==> src/rtl/fifo_tx_serializer.sv <==
// Pops 16-bit words from the upstream FIFO and sends each as one serial frame:
// start bit, 16 data bits MSB first, parity bit, stop bit, each DIV clocks long.
module fifo_tx_serializer #(
  parameter int DIV        = 4,
  parameter bit PARITY_ODD = 1'b0
) (
  input  logic        clock,
  input  logic        reset,
  input  logic        enable,
  input  logic        fifo_empty,
  input  logic [15:0] fifo_out,
  output logic        read,
  output logic        tx,
  output logic        busy,
  output logic [7:0]  word_count
);

  // FIFO handshake: read is a registered one-cycle pop request, raised only after
  // an edge that saw fifo_empty=0 in IDLE; fifo_out is valid during the following
  // LOAD cycle and is captured on LOAD's closing edge.
  typedef enum logic [2:0] {
    S_IDLE, S_FETCH, S_LOAD, S_START, S_DATA, S_PARITY, S_STOP
  } state_e;

  localparam logic [7:0] DIV_LAST = 8'(DIV - 1);

  state_e      state_q, state_d;
  logic [7:0]  div_q, div_d;
  logic [3:0]  bit_q, bit_d;
  logic [15:0] shift_q, shift_d;
  logic        parity_q, parity_d;
  logic [7:0]  wc_q, wc_d;
  logic        read_q, read_d;
  logic        tx_q, tx_d;
  logic        busy_q, busy_d;
  logic        bit_end;

  assign bit_end = (div_q == DIV_LAST);

  always_ff @(posedge clock or posedge reset) begin
    if (reset) state_q <= S_IDLE;
    else       state_q <= state_d;
  end

  always_comb begin
    state_d = state_q;
    case (state_q)
      S_IDLE:   if (enable && !fifo_empty) state_d = S_FETCH;
      S_FETCH:  state_d = S_LOAD;
      S_LOAD:   state_d = S_START;
      S_START:  if (bit_end) state_d = S_DATA;
      S_DATA:   if (bit_end && bit_q == 4'd15) state_d = S_PARITY;
      S_PARITY: if (bit_end) state_d = S_STOP;
      S_STOP:   if (bit_end) state_d = S_IDLE;
      default:  state_d = S_IDLE;
    endcase
  end

  always_comb begin
    div_d    = 8'd0;
    bit_d    = bit_q;
    shift_d  = shift_q;
    parity_d = parity_q;
    wc_d     = wc_q;
    if (state_q inside {S_START, S_DATA, S_PARITY, S_STOP})
      div_d = bit_end ? 8'd0 : div_q + 8'd1;
    if (state_q == S_LOAD) begin
      shift_d  = fifo_out;
      parity_d = (^fifo_out) ^ PARITY_ODD;
    end
    if (state_q == S_DATA && bit_end) begin
      shift_d = {shift_q[14:0], 1'b0};
      bit_d   = bit_q + 4'd1;
    end
    if (state_q == S_STOP && bit_end) wc_d = wc_q + 8'd1;
    // Outputs are decoded from the next state so the pins come straight from flops.
    read_d = (state_d == S_FETCH);
    busy_d = (state_d != S_IDLE);
    case (state_d)
      S_START:  tx_d = 1'b0;
      S_DATA:   tx_d = shift_d[15];
      S_PARITY: tx_d = parity_d;
      default:  tx_d = 1'b1;
    endcase
  end

  always_ff @(posedge clock or posedge reset) begin
    if (reset) begin
      div_q    <= 8'd0;
      bit_q    <= 4'd0;
      shift_q  <= 16'd0;
      parity_q <= 1'b0;
      wc_q     <= 8'd0;
      read_q   <= 1'b0;
      tx_q     <= 1'b1;
      busy_q   <= 1'b0;
    end else begin
      div_q    <= div_d;
      bit_q    <= bit_d;
      shift_q  <= shift_d;
      parity_q <= parity_d;
      wc_q     <= wc_d;
      read_q   <= read_d;
      tx_q     <= tx_d;
      busy_q   <= busy_d;
    end
  end

  assign read       = read_q;
  assign tx         = tx_q;
  assign busy       = busy_q;
  assign word_count = wc_q;

endmodule

==> config.mk <==
export PLATFORM = sky130hd
export DESIGN_NAME = fifo_tx_serializer
export DESIGN_NICKNAME = d
export VERILOG_FILES = /design/src/rtl/fifo_tx_serializer.sv
export SDC_FILE = /design/constraint.sdc
export NUM_CORES = 1
export LEC_CHECK = 0
export CORE_MARGIN = 2
export CORE_UTILIZATION = 30
export DETAILED_ROUTE_END_ITERATION = 10
export HOLD_SLACK_MARGIN = 0.06
export PLACE_DENSITY_LB_ADDON = 0.1
export SLEW_MARGIN = 20
export SYNTH_ARGS = -nofsm -noshare
export SYNTH_HDL_FRONTEND = slang
export SYNTH_SLANG_ARGS = --single-unit
==> constraint.sdc <==
create_clock -name clock -period 5.27 [get_ports clock]
set_clock_uncertainty 0.2 [all_clocks]
set_input_delay 1.054 -clock clock [delete_from_list [all_inputs] [get_ports clock]]
set_output_delay 1.054 -clock clock [all_outputs]
set_load 0.03 [all_outputs]
-- After elaboration in Yosys (flattened, before gate mapping)
Cells that the tools add are included.
W data, S select, Z words.
- logic and storage cells: 47
- output and inout port bits: 11
- register bits after elaboration: 43
- reduce and logical (&&, ||, !) cells: 10
- mux-type cells: 12
- $add $sub $neg: 3
- equality and inequality tests: 12
- operator list (kind ; count):
    $mux W16 ; 2
    $pmux W3 S7 ; 1
    $add A8 B1 Y8 const B ; 2
    $mux W8 ; 2
    $reduce_xor A16 Y1 ; 1
    $eq A3 B3 Y1 const B ; 5
    $mux W3 ; 5
    $eq A3 B2 Y1 const B ; 3
    $eq A8 B2 Y1 const B ; 1
    $eq A3 B1 Y1 const B ; 2
    $add A4 B1 Y4 const B ; 1
    $eq A4 B4 Y1 const B ; 1
    $logic_and A1 B1 Y1 ; 4
    $reduce_bool A4 Y1 ; 1
    $logic_not A3 Y1 ; 1
    $pmux W1 S3 ; 1
    $reduce_bool A3 Y1 ; 1
    $reduce_bool A2 Y1 ; 1
    $logic_not A1 Y1 ; 1
    $mux W1 ; 1

-- Logic depth before layout (Yosys ltp)
Gate-level depths: netlist (run 1).
- depth after elaboration: 6
- depth in mapped cells: 7
- gate-level depth less buffers: 7

-- Worst setup path after synthesis (run 1)
No wires, ideal clock.
- path kind: input to register
- start: in fifo_out[12]
- end: reg tx_q (netlist: tx)
- path buffers: 0
- slack: 3.055 ns
- arrival: 1.938 ns
- setup time: 0.077 ns
- data required time: 4.993 ns
- stages: 6
- cells stage by stage: xor2_1 -> xnor2_1 -> xnor2_1 -> xnor2_1 -> o211ai_1 -> a31oi_1
- word-level cells in the longest chain between the ends: 3
- RTL lines (element ; line ; text):
    from (decl) ; 11 ; input logic [15:0] fifo_out,
    $reduce_xor A16 Y1 ; 69 ; parity_d = (^fifo_out) ^ PARITY_ODD;
    $mux W1 ; 67 ; if (state_q == S_LOAD) begin
    $pmux W1 S3 ; 79 ; case (state_d)
    named net tx_d ; 34 ; logic tx_q, tx_d;
    to (signal assigned) ; 104 ; tx_q <= tx_d;
    to (decl) ; 34 ;
The timed path passes the listed nets, and every way through them passes these cells.
A chain may end at the register's enable or synchronous reset.

-- Worst setup path after layout (run 1)
- start: reg tx_q (netlist: tx)
- end: out tx
- RTL lines (element ; line ; text):
    to (decl) ; 13 ; output logic tx,
No word-level cell between the ends.

==> run_results.csv, run 1 <==
group,metric,value,unit
critical_path,crit_path_start_kind,"register",
power_and_ir_drop,p_leak,1.116,nW
routing,post_drt_wl_per_cell,12.43,um
logic_synthesis,synth_nets,218,
routing,dr_total_vias,1467,
power_and_ir_drop,p_per_area,236.0,mW/mm^2
global_routing,grt_usage,11.53,%
sta,drv_slew,0,
die,die_y,87.76,um
logic_synthesis,yosysUniqueCellTypes,39,
sta,tightest_slew,967.4,ps
die,die_area,0.007701,mm^2
routing,route.detailed.drc,0,
clocking,cts_tree,"built",
outcome,status,"finished, final reports clean",
die,pin_count,31,
global_routing,grt_pass1_wl,6913,um
die,row_count,30,
logic_synthesis,ys_seq_area_share,51.19,%
sta,holdWs,265.9,ps
logic_synthesis,synthCells,195,
place,gp_congestion,0.7400,
sta,fin_crit,2757,ps
place,hpwl,2774,um
finish,fin_cells,324,
critical_path,reg2reg_slack,2770,ps
clocking,root_buffer,"clkbuf_8",
critical_path,path_cells,"clkdlybuf4s50_1",
routing,ant_nets,0,
logic_synthesis,synthTopCellsByCount,"42 x dfrtp_1, 37 x nand2_1, 23 x xnor2_1",
global_routing,gr-total-overflow,0,
critical_path,crit_family,"buffers and inverters",
clocking,hold_buffers,0,
clocking,clk_pin_slew,80,ps
sta,rsz0062_at_grt,"false",
clocking,clock_latency,300,ps
finish,multi_input_area,965.9,um^2
power_and_ir_drop,p_sw,142.4,uW
place,port_buffers,30,
sta,setup_viol,0,
critical_path,cp-end-kind,"output pin",
job,drv_cap,0,
power_and_ir_drop,swShare,23.47,%
logic_synthesis,synth_ff_type,"dfrtp_1",
critical_path,cpMaxStageDelayCell,"clkdlybuf4s50_1",
critical_path,worstPathMaxFanout,1,
finish,syn_to_final_growth,22.18,%
power_and_ir_drop,max-vdd-ir-drop,0.09913,mV
logic_synthesis,yosysTopAreaCellShare,49.94,%
routing,first_pass_iters,4,
routing,avgViaCountPerCell,4.528,
finish,final_nets,250,
logic_synthesis,ys_ff_latch,43,
power_and_ir_drop,clock_power_share,33.8,%
logic_synthesis,yosysMostFrequentCell,"dfrtp_1",
finish,num_antenna_cells,0,
finish,regArea,0.001077,mm^2
logic_synthesis,yosysWarnings,0,
logic_synthesis,syn_area,0.002105,mm^2
global_routing,antenna_found_initial,0,
power_and_ir_drop,total_power,606.9,uW
finish,drive_above_1_share,9.649,%
sta,post-route-period-util,52.32,%
logic_synthesis,syn_area_per_cell,10.79,um^2
global_routing,grt_max_degree,44,
logic_synthesis,synth_area_leaders,"dfrtp_1 50%, xnor2_1 9.6%, nand2_1 6.6%",
min_path,hold_path.class,"register to register",
sta,fin_tns_setup,0,ps
place,dp.cells,316,
sta,final_hold_viol_count,0,
clocking,cts.sinks,43,
logic_synthesis,synth-async-reset-ratio,100.0,%
routing,first_iter_violations,65,
finish,fillCellCount,729,
finish,final_util,37.85,%
power_and_ir_drop,pwr-share-seq,55.8,%
clocking,cts_max_level,2,
clocking,cts_setup_buffers,0,
critical_path,arrival,1500,ps
sta,max_slew_margin,35.27,%
clocking,numCtsBuffers,5,
critical_path,critPathKind,"register to output pin",
logic_synthesis,synth_edf_count,0,
clocking,cts_buffer_depth,2,
die,start_util,30.98,%
critical_path,worstPathRequired,4020,ps
sta,max_freq,0.3627,GHz
die,core_area,0.006794,mm^2
critical_path,crit_buf_inv,1,
routing,routed_wl,4027,um
critical_path,max_stage_delay,680,ps
power_and_ir_drop,internal-power,464.4,uW
global_routing,grt_pass1_vias,1491,
clocking,cts_resized,0,
logic_synthesis,yosys.area.top_type,"dfrtp_1",
die,die_x,87.76,um
power_and_ir_drop,comb_power_share,10.4,%
==> area by class of cell <==
type	instances	share of cell area (%)
Inverter	3	0.4380
Timing Repair Buffer	32	12.26
Sequential cell	43	41.90
Multi-Input combinational cell	142	37.57
Tap cell	96	4.672
Clock inverter	1	0.1946
Clock buffer	7	2.968
==> sequential cells by signal (all words and copies together), names as in the netlist <==
register,cells
word_count,8
bit_q,4
div_q,8
shift_q,16
busy,1
parity_q,1
tx,1
read,1
state_q,3
==> cells by family (layout without fill, tap and decap cells) <==
| kind of cell | Yosys count | in the layout | share of synthesized area (%) |
|---|---|---|---|
| fa+ha+maj | 3 | 3 | 1.784 |
| flops | 43 | 43 | 51.19 |
| simple gates | 76 | 76 | 19.44 |
| mux | 5 | 5 | 2.497 |
| buf+inv | 10 | 43 | 2.913 |
| compound gates | 25 | 25 | 8.442 |
| xor+xnor | 33 | 33 | 13.73 |
==> placed cells by master (no fill, tap or decap), types with 4 or more instances in the layout <==
master and count:
nor2_1 11, nand2_1 37, xnor2_1 23, dfrtp_1 42, a22oi_1 14, nand3_1 4, xor2_1 10, clkbuf_8 5
clkdlybuf4s50_1 30
==> metrics by stage <==
| step | instance area [um^2] | setup WS (ps) |
|---|---|---|
| floorplan | 2105 | 3015 |
| global placement | 2490 | 2427 |
| detailed placement | 2490 | 2450 |
| CTS | 2571 | 2498 |
| global route | 2571 | 2479 |
| finish | 2571 | 2513 |
==> worst paths after layout <==
kind | from | endpoint | cells past startpoint
max | tx$_DFF_PP1_ | tx | 1
min in group asynchronous | reset | read$_DFF_PP0_ | 3
min | word_count[7]$_DFFE_PP0P_ | word_count[7]$_DFFE_PP0P_ | 1
max reg2reg | div_q[0]$_DFF_PP0_ | shift_q[4]$_DFFE_PP0P_ | 6
min reg2reg | word_count[7]$_DFFE_PP0P_ | word_count[7]$_DFFE_PP0P_ | 1
max in group asynchronous | reset | shift_q[11]$_DFFE_PP0P_ | 3
==> worst register-to-register path, cell delays in order, from the launching register on <==
cell and delay (ps):
dfrtp_1 410, ha_1 240, nor3b_2 210, and3_2 360
nor2_1 800, nand2_1 120, nand2_1 100
==> routing by layer <==
metal / global-route usage [%] / wire length (um) / vias to the layer above
li1: - / - / 723
met3: 2.922 / 190 / 5
met2: 17.77 / 1814 / 34
met1: 15.89 / 1977 / 705
met4: 3.776 / 45 / 0
met5: 0 / 0 / -
==> power groups by stage <==
stage	Combinational [mW]	Sequential, mW	Clock (mW)
floorplan	0.0388	0.345	0
global placement	0.0646	0.345	0
detailed placement	0.0649	0.345	0
CTS	0.0650	0.339	0.216
global route	0.0691	0.339	0.226
finish	0.0633	0.338	0.205
(Power assumes the default switching activity.)
==> run 2: changes to the inputs <==
- clock period: 5.27 -> 2.65 ns (I/O delays scaled with it)
==> run 2 against run 1 <==
Compared with the run above: final area increased by 1.8%; register-to-register slack got worse by 2400 ps; die area unchanged; clock-buffer cell count unchanged; critical path type is now register to register.
==> run_results.csv, run 2 (same netlist as run 1, synthesis figures left out) <==
group,metric,value,unit
routing,post_drt_wl_per_cell,12.45,um
job,drv_cap,0,
sta,fin_crit,2264,ps
power_and_ir_drop,p_leak,1.142,nW
min_path,holdPathEnd,"word_count[7]$_DFFE_PP0P_",
routing,first_pass_iters,5,
clocking,cts.sinks,43,
finish,regMostFlops,"shift_q",
place,gp_congestion,0.7332,
clocking,cts_buffer_depth,2,
critical_path,max_stage_delay,400,ps
die,row_count,30,
die,core_area,0.006794,mm^2
die,pin_count,31,
global_routing,antenna_found_initial,0,
finish,drive_above_1_share,11.26,%
critical_path,worstPathMaxFanout,7,
clocking,clock_latency,300,ps
clocking,cts_tree,"built",
critical_path,cpMaxStageDelayCell,"dfrtp_1",
clocking,cts_setup_buffers,0,
finish,fillCellCount,703,
critical_path,arrival,2260,ps
global_routing,grt_usage,11.53,%
routing,routed_wl,4070,um
sta,tightest_slew,587.3,ps
place,hpwl,2944,um
outcome,status,"finished, final reports clean",
routing,ant_nets,0,
sta,holdWs,265.5,ps
critical_path,path_cells,"ha_1 > nor3b_2 > nand2_4 > nor4_4 > and4_4 > nand3_2 > xnor2_1",
critical_path,crit_path_start_kind,"register",
critical_path,crit_buf_inv,0,
critical_path,r2r-end,"word_count[6]$_DFFE_PP0P_",
sta,post-route-period-util,85.45,%
finish,final_nets,253,
min_path,hold_path.class,"register to register",
sta,drv_slew,0,
sta,max_freq,0.4416,GHz
clocking,hold_buffers,0,
die,die_x,87.76,um
clocking,numCtsBuffers,5,
finish,final_common_cell,"dfrtp_1",
min_path,min_from,"word_count[7]$_DFFE_PP0P_",
die,start_util,30.98,%
sta,final_hold_viol_count,0,
clocking,cts_resized,0,
power_and_ir_drop,p_per_area,473.5,mW/mm^2
finish,syn_to_final_growth,24.32,%
sta,fin_tns_setup,0,ps
critical_path,critPathKind,"register to register",
routing,first_iter_violations,51,
critical_path,reg2reg_slack,390,ps
die,die_y,87.76,um
routing,avgViaCountPerCell,4.511,
global_routing,grt_pass1_vias,1468,
place,port_buffers,30,
routing,route.detailed.drc,0,
critical_path,worstRegToRegCells,7,
critical_path,cp-end-kind,"register",
clocking,clk_pin_slew,90,ps
finish,largest_register_ffs,16,
critical_path,r2r_start,"div_q[0]$_DFF_PP0_",
global_routing,grt_max_degree,30,
min_path,holdPathStages,1,
sta,setup_viol,0,
finish,num_antenna_cells,0,
critical_path,worstPathRequired,2640,ps
global_routing,grt_pass1_wl,6913,um
clocking,root_buffer,"clkbuf_8",
global_routing,gr-total-overflow,0,
sta,rsz0062_at_grt,"false",
critical_path,crit_family,"simple AND/OR/NAND/NOR gates",
power_and_ir_drop,max-vdd-ir-drop,0.1817,mV
routing,dr_total_vias,1475,
clocking,cts_max_level,2,
die,die_area,0.007701,mm^2
sta,max_slew_margin,60.61,%
finish,final_cell_mix,"42 x dfrtp_1, 37 x nand2_1, 30 x clkdlybuf4s50_1, 23 x xnor2_1, 14 x a22oi_1",
## run 2: cell count changes in the layout (fill, tap and decap cells not counted)
cell	before	now
clkbuf_1	2	1
clkbuf_8	5	6
buf_12	0	1
buf_4	2	4
## run 2: cell type report
| type | count | area, um^2 | share of cell area [%] |
|---|---|---|---|
| clock buffer | 7 | 86.33 | 3.300 |
| multi-input combinational | 142 | 965.9 | 36.92 |
| timing repair buffer | 35 | 350.3 | 13.39 |
| clock inverter | 1 | 5.005 | 0.1913 |
| sequential | 43 | 1077 | 41.18 |
| tap | 96 | 120.1 | 4.591 |
| inverter | 3 | 11.26 | 0.4304 |
## run 2: routing by layer
layer  global-route usage [%]  wire, um
met5                        0         0
met4                    4.196        65
met3                    3.110       186
met2                    18.11      1838
met1                    15.28      1979
## run 2: metrics by stage
stage / setup slack [ps] / total power [mW] / cells / util (%) / instance area, um^2
final: 385.6 / 1.239 / 327 / 38.51 / 2616
after global routing: 258.8 / 1.305 / 327 / 38.51 / 2616
after CTS: 378.3 / 1.262 / 327 / 38.51 / 2616
after detailed placement: 346.7 / 0.8178 / 319 / 37.16 / 2525
after global placement: 357.5 / 0.8173 / 319 / 37.16 / 2525
after floorplan: 605.1 / 0.7637 / 195 / - / 2105
## run 2: how the worst max path moves through the flow
stage | start | endpoint | slack [ps] | cells after the start
after floorplan | div_q[0]$_DFF_PP0_ | word_count[6]$_DFFE_PP0P_ | 610 | 7
after global placement | fifo_out[15] | tx$_DFF_PP1_ | 360 | 7
after detailed placement | fifo_out[15] | tx$_DFF_PP1_ | 350 | 7
after CTS | div_q[0]$_DFF_PP0_ | word_count[6]$_DFFE_PP0P_ | 380 | 7
after global routing | div_q[0]$_DFF_PP0_ | word_count[7]$_DFFE_PP0P_ | 260 | 7
final | div_q[0]$_DFF_PP0_ | word_count[6]$_DFFE_PP0P_ | 390 | 7
## run 2: worst reg2reg max path: stages (launching register included)
cell     delay (ps)
dfrtp_1         400
ha_1            210
nor3b_2         370
nand2_4         140
nor4_4          340
and4_4          300
nand3_2          80
xnor2_1         120
## run 2: power breakdown
group	total (mW)	switching [mW]	internal, mW
clock network	0.438	0.228	0.211
logic	0.127	0.0562	0.0712
registers	0.673	0.00391	0.669
total	1.24	0.288	0.951
==> run 3: changes to the inputs <==
- CORE_MARGIN: 2 -> 1
==> run 3 against run 2 <==
Compared with the run above: clock power down 5.3%; first-iteration DRC count down 35%; register-to-register slack better by 40 ps; setup slack better by 42 ps; sequential cell count unchanged; combinational power about the same; fmax up 1.9%; sequential power about the same; critical path type unchanged; largest cell class unchanged.
==> run_results.csv, run 3 (same netlist as run 1, synthesis figures left out) <==
group,metric,value,unit
finish,final_util,38.32,%
clocking,cts_max_level,2,
die,start_util,30.98,%
power_and_ir_drop,swShare,24.30,%
sta,layout_setup_ws,427.1,ps
routing,ant_nets,0,
routing,first_iter_violations,33,
routing,met1Wirelength,1923,um
sta,post-route-period-util,83.88,%
critical_path,worstPathRequired,2640,ps
routing,post_drt_wl_per_cell,11.99,um
critical_path,worstPathMaxFanout,7,
power_and_ir_drop,max-vdd-ir-drop,0.2386,mV
critical_path,arrival,2220,ps
finish,regMostFlops,"shift_q",
clocking,cts_setup_buffers,0,
die,row_count,30,
critical_path,worstRegToRegCells,7,
global_routing,grt_pass1_vias,1482,
clocking,cts_resized,0,
finish,final_common_cell,"dfrtp_1",
global_routing,grt_pass1_wl,6941,um
finish,drive_above_1_share,12.07,%
routing,route.detailed.drc,0,
clocking,root_buffer,"clkbuf_8",
job,drv_cap,0,
sta,tightest_slew,559.1,ps
clocking,cts.sinks,43,
power_and_ir_drop,pwr-share-seq,55.4,%
sta,fin_crit,2223,ps
routing,routed_wl,3934,um
routing,dr_wl_met2,1813,um
sta,drv_slew,0,
critical_path,r2r_start,"div_q[0]$_DFF_PP0_",
power_and_ir_drop,p_leak,1.142,nW
finish,num_antenna_cells,0,
min_path,min_from,"word_count[7]$_DFFE_PP0P_",
die,core_area,0.006794,mm^2
die,die_y,85.76,um
min_path,holdPathStages,1,
place,port_buffers,30,
clocking,hold_buffers,0,
power_and_ir_drop,internal-power,918.8,uW
finish,final_nets,254,
critical_path,critPathKind,"register to register",
critical_path,reg2reg_slack,430,ps
finish,fillCellCount,681,
global_routing,gr-total-overflow,0,
sta,final_hold_viol_count,0,
place,hpwl,2751,um
sta,rsz0062_at_grt,"false",
die,pin_count,31,
sta,max_slew_margin,62.73,%
routing,dr_total_vias,1470,
power_and_ir_drop,comb_power_share,10.4,%
global_routing,grt_usage,12.16,%
min_path,holdPathEnd,"word_count[7]$_DFFE_PP0P_",
routing,first_pass_iters,3,
finish,final_cell_mix,"42 x dfrtp_1, 37 x nand2_1, 30 x clkdlybuf4s50_1, 23 x xnor2_1, 14 x a22oi_1",
power_and_ir_drop,clock_power_share,34.2,%
clocking,clk_pin_slew,80,ps
place,dp_slack,315.2,ps
routing,top_layer,"met4",
clocking,cts_tree,"built",
critical_path,r2r-end,"word_count[6]$_DFFE_PP0P_",
die,die_x,85.76,um
sta,max_freq,0.4499,GHz
place,gp_congestion,0.7041,
critical_path,cp-end-kind,"register",
power_and_ir_drop,p_sw,295.0,uW
routing,avgViaCountPerCell,4.482,
routing,met3_length,131,um
finish,largest_register_ffs,16,
clocking,clock_latency,300,ps
sta,fin_tns_setup,0,ps
global_routing,grt_max_degree,44,
clocking,cts_buffer_depth,2,
clocking,numCtsBuffers,5,
finish,syn_to_final_growth,23.72,%
sta,setup_viol,0,
power_and_ir_drop,p_per_area,466.2,mW/mm^2
critical_path,crit_path_start_kind,"register",
outcome,status,"finished, final reports clean",
global_routing,antenna_found_initial,0,
min_path,hold_path.class,"register to register",
die,die_area,0.007354,mm^2
-- run 3: critical path, stage by stage (launching register included) --
cell and delay (ps):
dfrtp_1 390, ha_1 210, nor3b_2 350, nand2_4 130, nor4_4 330, and4_4 300, nand3_2 80, xnor2_1 120
-- run 3: layout make-up --
cell class	count	area, um^2	area share [%]
clock buffers	5	68.82	2.643
repair buffers	36	345.3	13.26
inverters	3	11.26	0.4325
multi-input cells	142	965.9	37.10
flip-flops and latches	43	1077	41.37
well taps	96	120.1	4.613
clock inverters	3	15.01	0.5766
-- run 3: power groups by stage --
stage,logic (mW),clock network (mW),registers [mW]
5_1_grt,0.140,0.459,0.675
3_5_place_dp,0.130,0,0.685
2_1_floorplan,0.0772,0,0.686
4_1_cts,0.130,0.435,0.672
6_report,0.127,0.415,0.672
3_3_place_gp,0.129,0,0.686
-- run 3: worst max path at each step --
stage / from / end / slack [ps] / cells past startpoint
2_1_floorplan: div_q[0]$_DFF_PP0_ / word_count[6]$_DFFE_PP0P_ / 610 / 7
3_3_place_gp: fifo_out[15] / tx$_DFF_PP1_ / 300 / 7
3_5_place_dp: fifo_out[4] / tx$_DFF_PP1_ / 320 / 7
4_1_cts: tx$_DFF_PP1_ / tx / 420 / 1
5_1_grt: div_q[0]$_DFF_PP0_ / word_count[7]$_DFFE_PP0P_ / 260 / 7
6_report: div_q[0]$_DFF_PP0_ / word_count[6]$_DFFE_PP0P_ / 430 / 7
-- run 3: layer usage --
metal,up-vias,global-route usage [%]
met5,-,0
li1,733,-
met3,8,2.984
met4,0,5.000
met1,703,16.08
met2,26,19.13
-- run 3: metrics by stage --
stage / hold slack, ps / area, um^2 / total power [mW] / instances
after CTS: 273.8 / 2604 / 1.238 / 328
after floorplan: 245.2 / 2105 / 0.7637 / 195
after global routing: 300.7 / 2604 / 1.275 / 328
after detailed placement: 261.7 / 2520 / 0.8157 / 320
after global placement: 254.4 / 2520 / 0.8151 / 320
final: 266.9 / 2604 / 1.214 / 328
